===== config.mk =====
export PLATFORM = sky130hd
export DESIGN_NAME = rf_buffer_rd_stream_flat
export DESIGN_NICKNAME = d
export VERILOG_FILES = /design/src/rtl/rf_buffer_rd_stream_pkg.sv /design/src/rtl/rf_buffer_rd_stream_if.sv /design/src/rtl/rf_buffer_rd_stream_fifo.sv /design/src/rtl/rf_buffer_rd_stream.sv /design/src/flat_wrapper.sv
export SDC_FILE = /design/constraint.sdc
export NUM_CORES = 1
export LEC_CHECK = 0
export CAP_MARGIN = 20
export CORE_ASPECT_RATIO = 0.9
export CORE_MARGIN = 2
export CORE_UTILIZATION = 34
export CTS_BUF_LIST = sky130_fd_sc_hd__clkbuf_4 sky130_fd_sc_hd__clkbuf_8
export CTS_CLUSTER_DIAMETER = 120
export DETAILED_ROUTE_END_ITERATION = 8
export GPL_ROUTABILITY_DRIVEN = 0
export GPL_TIMING_DRIVEN = 0
export MAX_ROUTING_LAYER = met4
export SETUP_SLACK_MARGIN = 0.3
export SYNTH_ARGS = -nofsm -noshare
export SYNTH_HDL_FRONTEND = slang
export SYNTH_SLANG_ARGS = --single-unit

===== constraint.sdc =====
create_clock -name clk -period 11.86 [get_ports clk]
set_input_delay 2.965 -clock clk [delete_from_list [all_inputs] [get_ports clk]]
set_output_delay 2.965 -clock clk [all_outputs]
set_load 0.02 [all_outputs]

===== src/rtl/rf_buffer_rd_stream_pkg.sv =====
// Shared types and helpers for the rf_buffer URAM read streamer.
// The read latency helper mirrors the URAM's NBPIPE output pipelining.
package rf_buffer_rd_stream_pkg;

    typedef enum logic [1:0] {
        IDLE,
        ISSUE,
        DRAIN,
        DONE
    } state_t;

    typedef struct packed {
        logic valid;
        logic last;
    } tag_t;

    // URAM read path: array read register + NBPIPE pipeline stages + output register
    function automatic int rd_latency(input int nbpipe);
        return nbpipe + 2;
    endfunction

endpackage


===== src/rtl/rf_buffer_rd_stream_if.sv =====
// Valid/ready beat stream carrying URAM words plus a last-beat marker.
interface rf_buffer_rd_stream_if #(
    parameter int DWIDTH = 72
) ();

    logic [DWIDTH-1:0] tdata;
    logic              tvalid;
    logic              tlast;
    logic              tready;

    modport master (output tdata, output tvalid, output tlast, input tready);
    modport slave  (input tdata, input tvalid, input tlast, output tready);

endinterface


===== src/rtl/rf_buffer_rd_stream_fifo.sv =====
// First-word-fall-through return FIFO; the head word is visible on rd_data whenever !empty.
// Pointers carry one extra bit so full and empty are distinguishable without a separate flag.
module rf_buffer_rd_stream_fifo #(
    parameter int WIDTH = 73,
    parameter int AW    = 3
) (
    input  logic             clk,
    input  logic             rst,
    input  logic             push,
    input  logic [WIDTH-1:0] wr_data,
    input  logic             pop,
    output logic [WIDTH-1:0] rd_data,
    output logic             full,
    output logic             empty,
    output logic [AW:0]      count
);

    localparam int DEPTH = 2 ** AW;

    logic [WIDTH-1:0] mem_q [DEPTH];
    logic [AW:0]      wr_ptr_q, wr_ptr_d;
    logic [AW:0]      rd_ptr_q, rd_ptr_d;
    logic             do_push;
    logic             do_pop;

    // A push into a full FIFO is only honoured when the head leaves in the same cycle
    always_comb begin
        count    = wr_ptr_q - rd_ptr_q;
        full     = count[AW];
        empty    = (count == '0);
        do_pop   = pop && !empty;
        do_push  = push && (!full || do_pop);
        wr_ptr_d = wr_ptr_q + {{AW{1'b0}}, do_push};
        rd_ptr_d = rd_ptr_q + {{AW{1'b0}}, do_pop};
        rd_data  = mem_q[rd_ptr_q[AW-1:0]];
    end

    always_ff @(posedge clk) begin
        if (rst) begin
            wr_ptr_q <= '0;
            rd_ptr_q <= '0;
        end else begin
            wr_ptr_q <= wr_ptr_d;
            rd_ptr_q <= rd_ptr_d;
        end
    end

    always_ff @(posedge clk) begin
        if (do_push) begin
            mem_q[wr_ptr_q[AW-1:0]] <= wr_data;
        end
    end

endmodule


===== src/rtl/rf_buffer_rd_stream.sv =====
// Streams LEN sequential URAM words out as a valid/ready burst with tlast on the final beat.
// Reads are credited against return-FIFO space so backpressure never drops in-flight data.
module rf_buffer_rd_stream
    import rf_buffer_rd_stream_pkg::*;
#(
    parameter int AWIDTH  = 12,
    parameter int DWIDTH  = 72,
    parameter int NUM_COL = 9,
    parameter int NBPIPE  = 3,
    parameter int FIFO_AW = 3
) (
    input  logic                   clk,
    input  logic                   rst,
    input  logic                   start,
    input  logic [AWIDTH-1:0]      base_addr,
    input  logic [AWIDTH:0]        len,
    output logic                   busy,
    output logic                   done,
    output logic                   ram_rst,
    output logic                   ram_en,
    output logic [NUM_COL-1:0]     ram_we,
    output logic                   ram_regce,
    output logic [AWIDTH-1:0]      ram_addr,
    input  logic [DWIDTH-1:0]      ram_dout,
    rf_buffer_rd_stream_if.master  m
);

    localparam int LAT = rd_latency(NBPIPE);
    localparam int FD  = 2 ** FIFO_AW;
    localparam int IW  = $clog2(LAT + 1);
    localparam int SW  = FIFO_AW + 2;

    if (FD < LAT) begin : g_fifo_depth_check
        $error("rf_buffer_rd_stream: return FIFO depth must cover the URAM read latency");
    end

    state_t              state_q, state_d;
    logic [AWIDTH-1:0]   addr_q, addr_d;
    logic [AWIDTH:0]     remaining_q, remaining_d;
    logic [IW-1:0]       inflight_q, inflight_d;
    tag_t [LAT-1:0]      tag_q, tag_d;
    logic                done_q, done_d;

    logic                issue;
    logic                arrive;
    logic                credit_ok;
    logic [SW-1:0]       outstanding;
    logic                pop;
    logic                head_last;
    logic [DWIDTH:0]     fifo_wr_data;
    logic [DWIDTH:0]     fifo_rd_data;
    logic                fifo_full;
    logic                fifo_empty;
    logic [FIFO_AW:0]    fifo_count;

    // Every word issued but not yet popped holds a FIFO slot in reserve
    always_comb begin
        outstanding  = SW'(inflight_q) + SW'(fifo_count);
        credit_ok    = (outstanding < SW'(FD));
        arrive       = tag_q[LAT-1].valid;
        fifo_wr_data = {tag_q[LAT-1].last, ram_dout};
        head_last    = fifo_rd_data[DWIDTH];
        pop          = !fifo_empty && m.tready;
    end

    always_comb begin
        state_d     = state_q;
        addr_d      = addr_q;
        remaining_d = remaining_q;
        done_d      = 1'b0;
        issue       = 1'b0;

        unique case (state_q)
            IDLE, DONE: begin
                state_d = IDLE;
                if (start) begin
                    if (len == '0) begin
                        state_d = DONE;
                        done_d  = 1'b1;
                    end else begin
                        state_d     = ISSUE;
                        addr_d      = base_addr;
                        remaining_d = len;
                    end
                end
            end
            ISSUE: begin
                if (remaining_q != '0 && credit_ok) begin
                    issue       = 1'b1;
                    addr_d      = addr_q + AWIDTH'(1);
                    remaining_d = remaining_q - (AWIDTH + 1)'(1);
                    if (remaining_q == (AWIDTH + 1)'(1)) begin
                        state_d = DRAIN;
                    end
                end
            end
            DRAIN: begin
                if (pop && head_last) begin
                    state_d = IDLE;
                    done_d  = 1'b1;
                end
            end
            default: state_d = IDLE;
        endcase
    end

    // Tags ride alongside the URAM pipeline so the FIFO push lines up with valid ram_dout
    always_comb begin
        tag_d      = {tag_q[LAT-2:0], tag_t'{valid: issue, last: issue && (remaining_q == (AWIDTH + 1)'(1))}};
        inflight_d = inflight_q + IW'(issue) - IW'(arrive);
    end

    always_ff @(posedge clk) begin
        if (rst) begin
            state_q     <= IDLE;
            addr_q      <= '0;
            remaining_q <= '0;
            inflight_q  <= '0;
            tag_q       <= '0;
            done_q      <= 1'b0;
        end else begin
            state_q     <= state_d;
            addr_q      <= addr_d;
            remaining_q <= remaining_d;
            inflight_q  <= inflight_d;
            tag_q       <= tag_d;
            done_q      <= done_d;
        end
    end

    rf_buffer_rd_stream_fifo #(
        .WIDTH (DWIDTH + 1),
        .AW    (FIFO_AW)
    ) u_fifo (
        .clk     (clk),
        .rst     (rst),
        .push    (arrive),
        .wr_data (fifo_wr_data),
        .pop     (pop),
        .rd_data (fifo_rd_data),
        .full    (fifo_full),
        .empty   (fifo_empty),
        .count   (fifo_count)
    );

    assert property (@(posedge clk) disable iff (rst) !(arrive && fifo_full))
        else $error("rf_buffer_rd_stream: return FIFO overflow");

    always_comb begin
        busy      = (state_q == ISSUE) || (state_q == DRAIN);
        done      = done_q;
        ram_rst   = rst;
        ram_en    = issue;
        ram_we    = '0;
        ram_regce = 1'b1;
        ram_addr  = addr_q;
        m.tvalid  = !fifo_empty;
        m.tdata   = fifo_empty ? '0 : fifo_rd_data[DWIDTH-1:0];
        m.tlast   = !fifo_empty && head_last;
    end

endmodule


===== src/flat_wrapper.sv =====
// flat-port wrapper written by rule: the top's interface ports become plain ports
module rf_buffer_rd_stream_flat import rf_buffer_rd_stream_pkg::*;
#(
    parameter int AWIDTH  = 12,
    parameter int DWIDTH  = 72,
    parameter int NUM_COL = 9,
    parameter int NBPIPE  = 3,
    parameter int FIFO_AW = 3
)
  (clk, rst, start, base_addr, len, busy, done, ram_rst, ram_en, ram_we, ram_regce, ram_addr, ram_dout, m_tdata, m_tvalid, m_tlast, m_tready);
  rf_buffer_rd_stream_if #(.DWIDTH(DWIDTH)) m_i ();
  input  logic clk;
  input  logic rst;
  input  logic start;
  input  logic [AWIDTH-1:0] base_addr;
  input  logic [AWIDTH:0] len;
  output logic busy;
  output logic done;
  output logic ram_rst;
  output logic ram_en;
  output logic [NUM_COL-1:0] ram_we;
  output logic ram_regce;
  output logic [AWIDTH-1:0] ram_addr;
  input  logic [DWIDTH-1:0] ram_dout;
  output wire logic [$bits(m_i.tdata)-1:0] m_tdata;
  output wire logic [$bits(m_i.tvalid)-1:0] m_tvalid;
  output wire logic [$bits(m_i.tlast)-1:0] m_tlast;
  input wire logic [$bits(m_i.tready)-1:0] m_tready;
  assign m_tdata = m_i.tdata;
  assign m_tvalid = m_i.tvalid;
  assign m_tlast = m_i.tlast;
  assign m_i.tready = m_tready;
  rf_buffer_rd_stream #(.AWIDTH(AWIDTH), .DWIDTH(DWIDTH), .NUM_COL(NUM_COL), .NBPIPE(NBPIPE), .FIFO_AW(FIFO_AW)) u_core (.clk(clk), .rst(rst), .start(start), .base_addr(base_addr), .len(len), .busy(busy), .done(done), .ram_rst(ram_rst), .ram_en(ram_en), .ram_we(ram_we), .ram_regce(ram_regce), .ram_addr(ram_addr), .ram_dout(ram_dout), .m(m_i));
endmodule

# [Word-level counts from Yosys, hierarchy flattened]
# Memories as Yosys holds them, arrays and structs flattened. A register that Yosys moved wholly into a read port is not among the register bits.
# Index checks and enable logic that the tools add are counted.
[classes] add_sub_neg=8 order_cmp=1 eq_ne=9 muxes=24 n_reduce_logical=19
[ops] op="$mux W72" n=1
[ops] op="$mux W13" n=3
[ops] op="$mux W12" n=3
[ops] op="$pmux W13 S2" n=1
[ops] op="$pmux W12 S2" n=1
[ops] op="$eq A13 B1 Y1 const B" n=1
[ops] op="$logic_not A13 Y1" n=1
[ops] op="$reduce_bool A13 Y1" n=1
[ops] op="$sub A13 B1 Y13 const B" n=1
[ops] op="$add A12 B1 Y12 const B" n=1
[ops] op="$mux W2" n=5
[ops] op="$add A4 B1 Y4" n=2
[ops] op="$logic_and A1 B1 Y1" n=7
[ops] op="$mux W1" n=7
[ops] op="$ne A2 B1 Y1 const B" n=3
[ops] op="$pmux W2 S3" n=1
[ops] op="$add A3 B4 Y5" n=1
[ops] op="$lt A5 B4 Y1 const B" n=1
[ops] op="$eq A2 B2 Y1 const B" n=2
[ops] op="$logic_not A4 Y1" n=1
[ops] op="$ne A2 B2 Y1 const B" n=2
[ops] op="$reduce_and A4 Y1" n=1
[ops] op="$sub A4 B4 Y4" n=1
[ops] op="$add A3 B1 Y3" n=1
[ops] op="10 further kinds" n=12
[totals] reg_bits=49 mem_bits_rw=584 in_bits=101 out_inout_bits=100 elab_cells=79 mem_count=1
[mem_list] memory="u_core.u_fifo.mem_q" words=8 width=73 rd=1 rd_clocked_by_memory_dff=1 wr=1 line_no="rf_buffer_rd_stream_fifo.sv:20" rtl="logic [WIDTH-1:0] mem_q [DEPTH];"

# [Logic depth before layout (Yosys ltp)]
[depth] word_depth=9 mapped_depth=19 depth_no_buf=18

# [Hierarchy]
# Synthesis repeated with hierarchy kept, for this count alone.
[unflattened] cells_unflattened=1448 area_unflattened_um2=25709.7
[modules_own_cells] mod="rf_buffer_rd_stream_fifo" n_inst=1 cells_each=1062 area_each_um2=22643.0 seq_area_each_um2=17697.0
[modules_own_cells] mod="rf_buffer_rd_stream" n_inst=1 cells_each=386 area_each_um2=3066.7 seq_area_each_um2=820.8

# [Worst setup path before layout]
# Ideal clock, no wire load.
[synth_path] path_type="input port to flip-flop" from="input m_tready" to="memory u_core.u_fifo.mem_q[3][0] (enable)" setup_ns=0.609 t_arrival_ns=8.559 required_ns=11.251 path_slack_ns=2.691 stages=3 n_path_buf=0 cell_sequence="o21a_1 -> nand2_1 -> nor3b_1"
[synth_between] elab_chain_cells=6
[synth_lines] element="start, declared" line_no="flat_wrapper.sv:28" rtl="input wire logic [$bits(m_i.tready)-1:0] m_tready;"
[synth_lines] element="$logic_and A1 B1 Y1" line_no="rf_buffer_rd_stream.sv:63" rtl="pop = !fifo_empty && m.tready;"
[synth_lines] element="$logic_and A1 B1 Y1" line_no="rf_buffer_rd_stream_fifo.sv:31" rtl="do_pop = pop && !empty;"
[synth_lines] element="$logic_or A1 B1 Y1" line_no="rf_buffer_rd_stream_fifo.sv:32" rtl="do_push = push && (!full || do_pop);"
[synth_lines] element="$logic_and A1 B1 Y1" line_no="rf_buffer_rd_stream_fifo.sv:32"
[synth_lines] element="$mux W1" line_no="rf_buffer_rd_stream_fifo.sv:49" rtl="if (do_push) begin"
[synth_lines] element="$mux W1 (implied by the code)" line_no="rf_buffer_rd_stream_fifo.sv:50" rtl="mem_q[wr_ptr_q[AW-1:0]] <= wr_data;"
[synth_lines] element="end, declared" line_no="rf_buffer_rd_stream_fifo.sv:20"
# No other way between the ends.

# [Worst setup path in the final report]
[layout_path] from="register u_core.u_fifo.rd_ptr_q[2]" to="output m_tdata[48]"
[layout_between] elab_chain_cells=3
[layout_lines] element="start, declared" line_no="rf_buffer_rd_stream_fifo.sv:22" rtl="logic [AW:0] rd_ptr_q, rd_ptr_d;"
[layout_lines] element="start signal, assigned" line_no="rf_buffer_rd_stream_fifo.sv:44" rtl="rd_ptr_q <= rd_ptr_d;"
[layout_lines] element="$sub A4 B4 Y4" line_no="rf_buffer_rd_stream_fifo.sv:28" rtl="count = wr_ptr_q - rd_ptr_q;"
[layout_lines] element="$logic_not A4 Y1" line_no="rf_buffer_rd_stream_fifo.sv:30" rtl="empty = (count == '0);"
[layout_lines] element="$mux W72" line_no="rf_buffer_rd_stream.sv:158" rtl="m.tdata = fifo_empty ? '0 : fifo_rd_data[DWIDTH-1:0];"
[layout_lines] element="end, declared" line_no="flat_wrapper.sv:25" rtl="output wire logic [$bits(m_i.tdata)-1:0] m_tdata;"
# No other way between the ends.

==> impl_metrics.tcl <==
set metrics [dict create \
    status "complete, no violations" \
    num_rows 94 \
    setup_viol 0 \
    cp_cell_sequence "clkbuf_1, inv_2, clkbuf_1, ha_1, and3b_1, or3_4, a2111oi_4, buf_2, buf_2, a21oi_1, clkdlybuf4s50_1" \
    internal_power_w 0.00448 \
    synth_cell_type_count 70 \
    async_flop_share 0 \
    final_area_sq_um 31200 \
    multiInputGateArea_sq_um 6040 \
    min_period_ns 8.14 \
    dpl_worst_slack_ns 4.41 \
    hp-class "flip-flop to flip-flop" \
    yosysTopAreaCell "edfxtp_1" \
    die_area_sq_um 75600 \
    routed.top_layer "met4" \
    synth.ff_latch_count 633 \
    required_ns 8.90 \
    portBuffers 190 \
    synth_top_area_frac 0.703 \
    routed_via_density 5.06 \
    power_frac_clock 0.296 \
    cpMaxStageDelayCell "clkdlybuf4s50_1" \
    clockRootBuffer "clkbuf_8" \
    p_sw_w 0.00220 \
    cts_num_sinks 633 \
    post-dp-hpwl_um 41900 \
    register_area_sq_um 18500 \
    cpPeakStageDelay_ns 0.59 \
    critPathBufInv 6 \
    criticalPathCategory "flip-flop to primary output" \
    grt_pass1_vias 14700 \
    post_cts_buffers 0 \
    tightest_slew_ns 1.00 \
    max-vdd-ir-drop_mv 0.149 \
    syn-cell-area_sq_um 25000 \
    hold_viol 0 \
    drc 0 \
    synth_area_per_cell_sq_um 18.3 \
    wire_per_inst_um 22.6 \
    crit_family "buffers and inverters" \
    fill_cells 6460 \
    cts_htree_levels 3 \
    start_kind "flip-flop" \
    yosysWarnings 0 \
    path_max_fanout 10 \
    ioPinCount 201 \
    p_leak_nw 10.1 \
    finalCritPeriodShare 0.686 \
    cts_resized 0 \
    fp.dieH_um 261 \
    grt_setup_unrepaired "no" \
    initial_core_util 0.342 \
    cp.arrival_ns 5.18 \
    max_freq_mhz 123 \
    synth_area_leaders "edfxtp_1, mux4_2, dfxtp_1" \
    overflow 0 \
    track_usage 0.172 \
    p_per_area_nw_per_um2 214 \
    grt_start_max_net_pins 21 \
    worstSetupEndpointType "primary output" \
    drive_above_1_share 0.243 \
    drt-pass1-iter-count 6 \
    pwr-share-seq 0.379 \
    netlist_instances 1365 \
    cts_hold_buf 0 \
    grt_pass1_wl_um 92800 \
    synth_flop_cell "edfxtp_1" \
    drtAntennaViolNets 0 \
    cts_tree "built" \
    core_area_sq_um 72900 \
    wl_met2_um 29800 \
    wl_met3_um 4930 \
    layout_setup_ws_ns 3.72 \
    syn_to_final_growth_pct 25.1 \
    wl_um 63000 \
    clkTransAtPathRegs_ns 0.06 \
    die_width_um 290 \
    maxCapViolCount 0 \
    fin_nets 1854 \
    cts_buffer_depth 3 \
    yosysSeqAreaShare 0.742 \
    min-delay-start "u_core.tag_d[7]" \
    clk_latency_ns 0.71 \
    synth_enable_flop_cells 584 \
    slew_viol_final 0 \
    worstSetupStartpoint "u_core.u_fifo.rd_ptr_q[2]" \
    p_total_w 0.00667 \
    relSlewSlack 0.331 \
    antenna_found_initial 12 \
    post_dp_cell_area_sq_um 29000 \
    met1Wirelength_um 26800 \
    regToRegStartpoint "u_core.u_fifo.rd_ptr_q[2]" \
    drt_iter0_markers 1158 \
    p_sw_frac 0.329 \
    finClkSkew_ns 0.0350 \
    cts_buffers 104 \
    combPwrFrac 0.325 \
    whs_ns 0.445 \
    num_vias 14100 \
]
## placed cells by master (no fill, tap or decap), types with 13 or more instances in the layout
master             n
clkbuf_1          43
inv_1             16
buf_2             27
buf_6             45
a31oi_1           20
nand2_1          174
mux4_2           146
dfxtp_1           49
clkdlybuf4s50_1  190
nand3_1           13
buf_4             14
clkinv_1          27
clkbuf_8         108
a21oi_1           85
clkinv_2          14
ha_1              16
nor2b_1           15
nor2_1            26
clkbuf_4          27
edfxtp_1         584
## final cells by class
class	count	share of cell area
sequential	633	0.593
multi-input combinational	634	0.193
timing repair buffer	256	0.0894
clock buffer	135	0.0541
tap	960	0.0385
clock inverter	53	0.0153
buffer	88	0.0132
inverter	18	0.00216
antenna	11	0.000882
## Yosys cell counts, types with 13 or more instances
library cell,count
a31oi_1,20
dfxtp_1,49
edfxtp_1,584
nand3_1,13
inv_1,16
nand2_1,174
a21oi_1,85
nor2_1,28
clkbuf_1,43
nor2b_1,15
ha_1,16
mux4_2,146
buf_2,27
## metal layers
metal | up-vias | global-route usage
li1 | 6232 | -
met1 | 7179 | 0.220
met2 | 564 | 0.269
met3 | 132 | 0.0474
met4 | 0 | 0.0503
met5 | - | -
## kinds of logic (layout without fill, tap and decap cells)
group	Yosys count	count (layout)	share of synthesized area
flip-flops	633	633	0.742
AND/OR/NAND/NOR	280	280	0.0500
AO/OA/AOI/OAI	167	167	0.0422
multiplexers	151	151	0.134
buffers and inverters	106	550	0.0192
adder cells (fa/ha/maj)	18	18	0.00962
XOR/XNOR	8	8	0.00281
other	2	21	0.000301
## power by group through the flow
stage	Sequential, W	Combinational (W)	Clock (W)
2_1_floorplan	0.00258	0.00125	0
3_5_place_dp	0.00257	0.00218	0
5_1_grt	0.00253	0.00232	0.00212
3_3_place_gp	0.00257	0.00217	0
4_1_cts	0.00253	0.00220	0.00203
6_report	0.00253	0.00217	0.00197
## worst paths after layout
| check | end | depth (start not counted) | slack (ns) |
|---|---|---|---|
| worst min-delay path | u_core.tag_d[9] | 1 | 0.45 |
| worst max-delay path | m_tdata[48] | 11 | 3.72 |
| worst max register to register | u_core.u_fifo.mem_q[3][22] | 17 | 6.71 |
| worst min register to register | u_core.tag_d[9] | 1 | 0.45 |
## state kept, by name, indices dropped and copies added, names as in the netlist
name / flops
u_core.state_q: 2
u_core.u_fifo.wr_ptr_q: 4
u_core.remaining_q: 13
u_core.done: 1
u_core.ram_addr: 12
u_core.tag_d: 8
u_core.arrive: 1
u_core.inflight_q: 3
u_core.fifo_wr_data: 1
u_core.u_fifo.rd_ptr_q: 4
u_core.u_fifo.mem_q: 584
## through the flow
step	cells	TNS [ns]	utilization
CTS	2777	0	0.428
detailed placement	2589	0	0.398
global route	2788	0	0.428
floorplan	1373	0	-
finish	2788	0	0.428
global placement	2523	-1692.65	0.385
(Power assumes the default switching activity.)
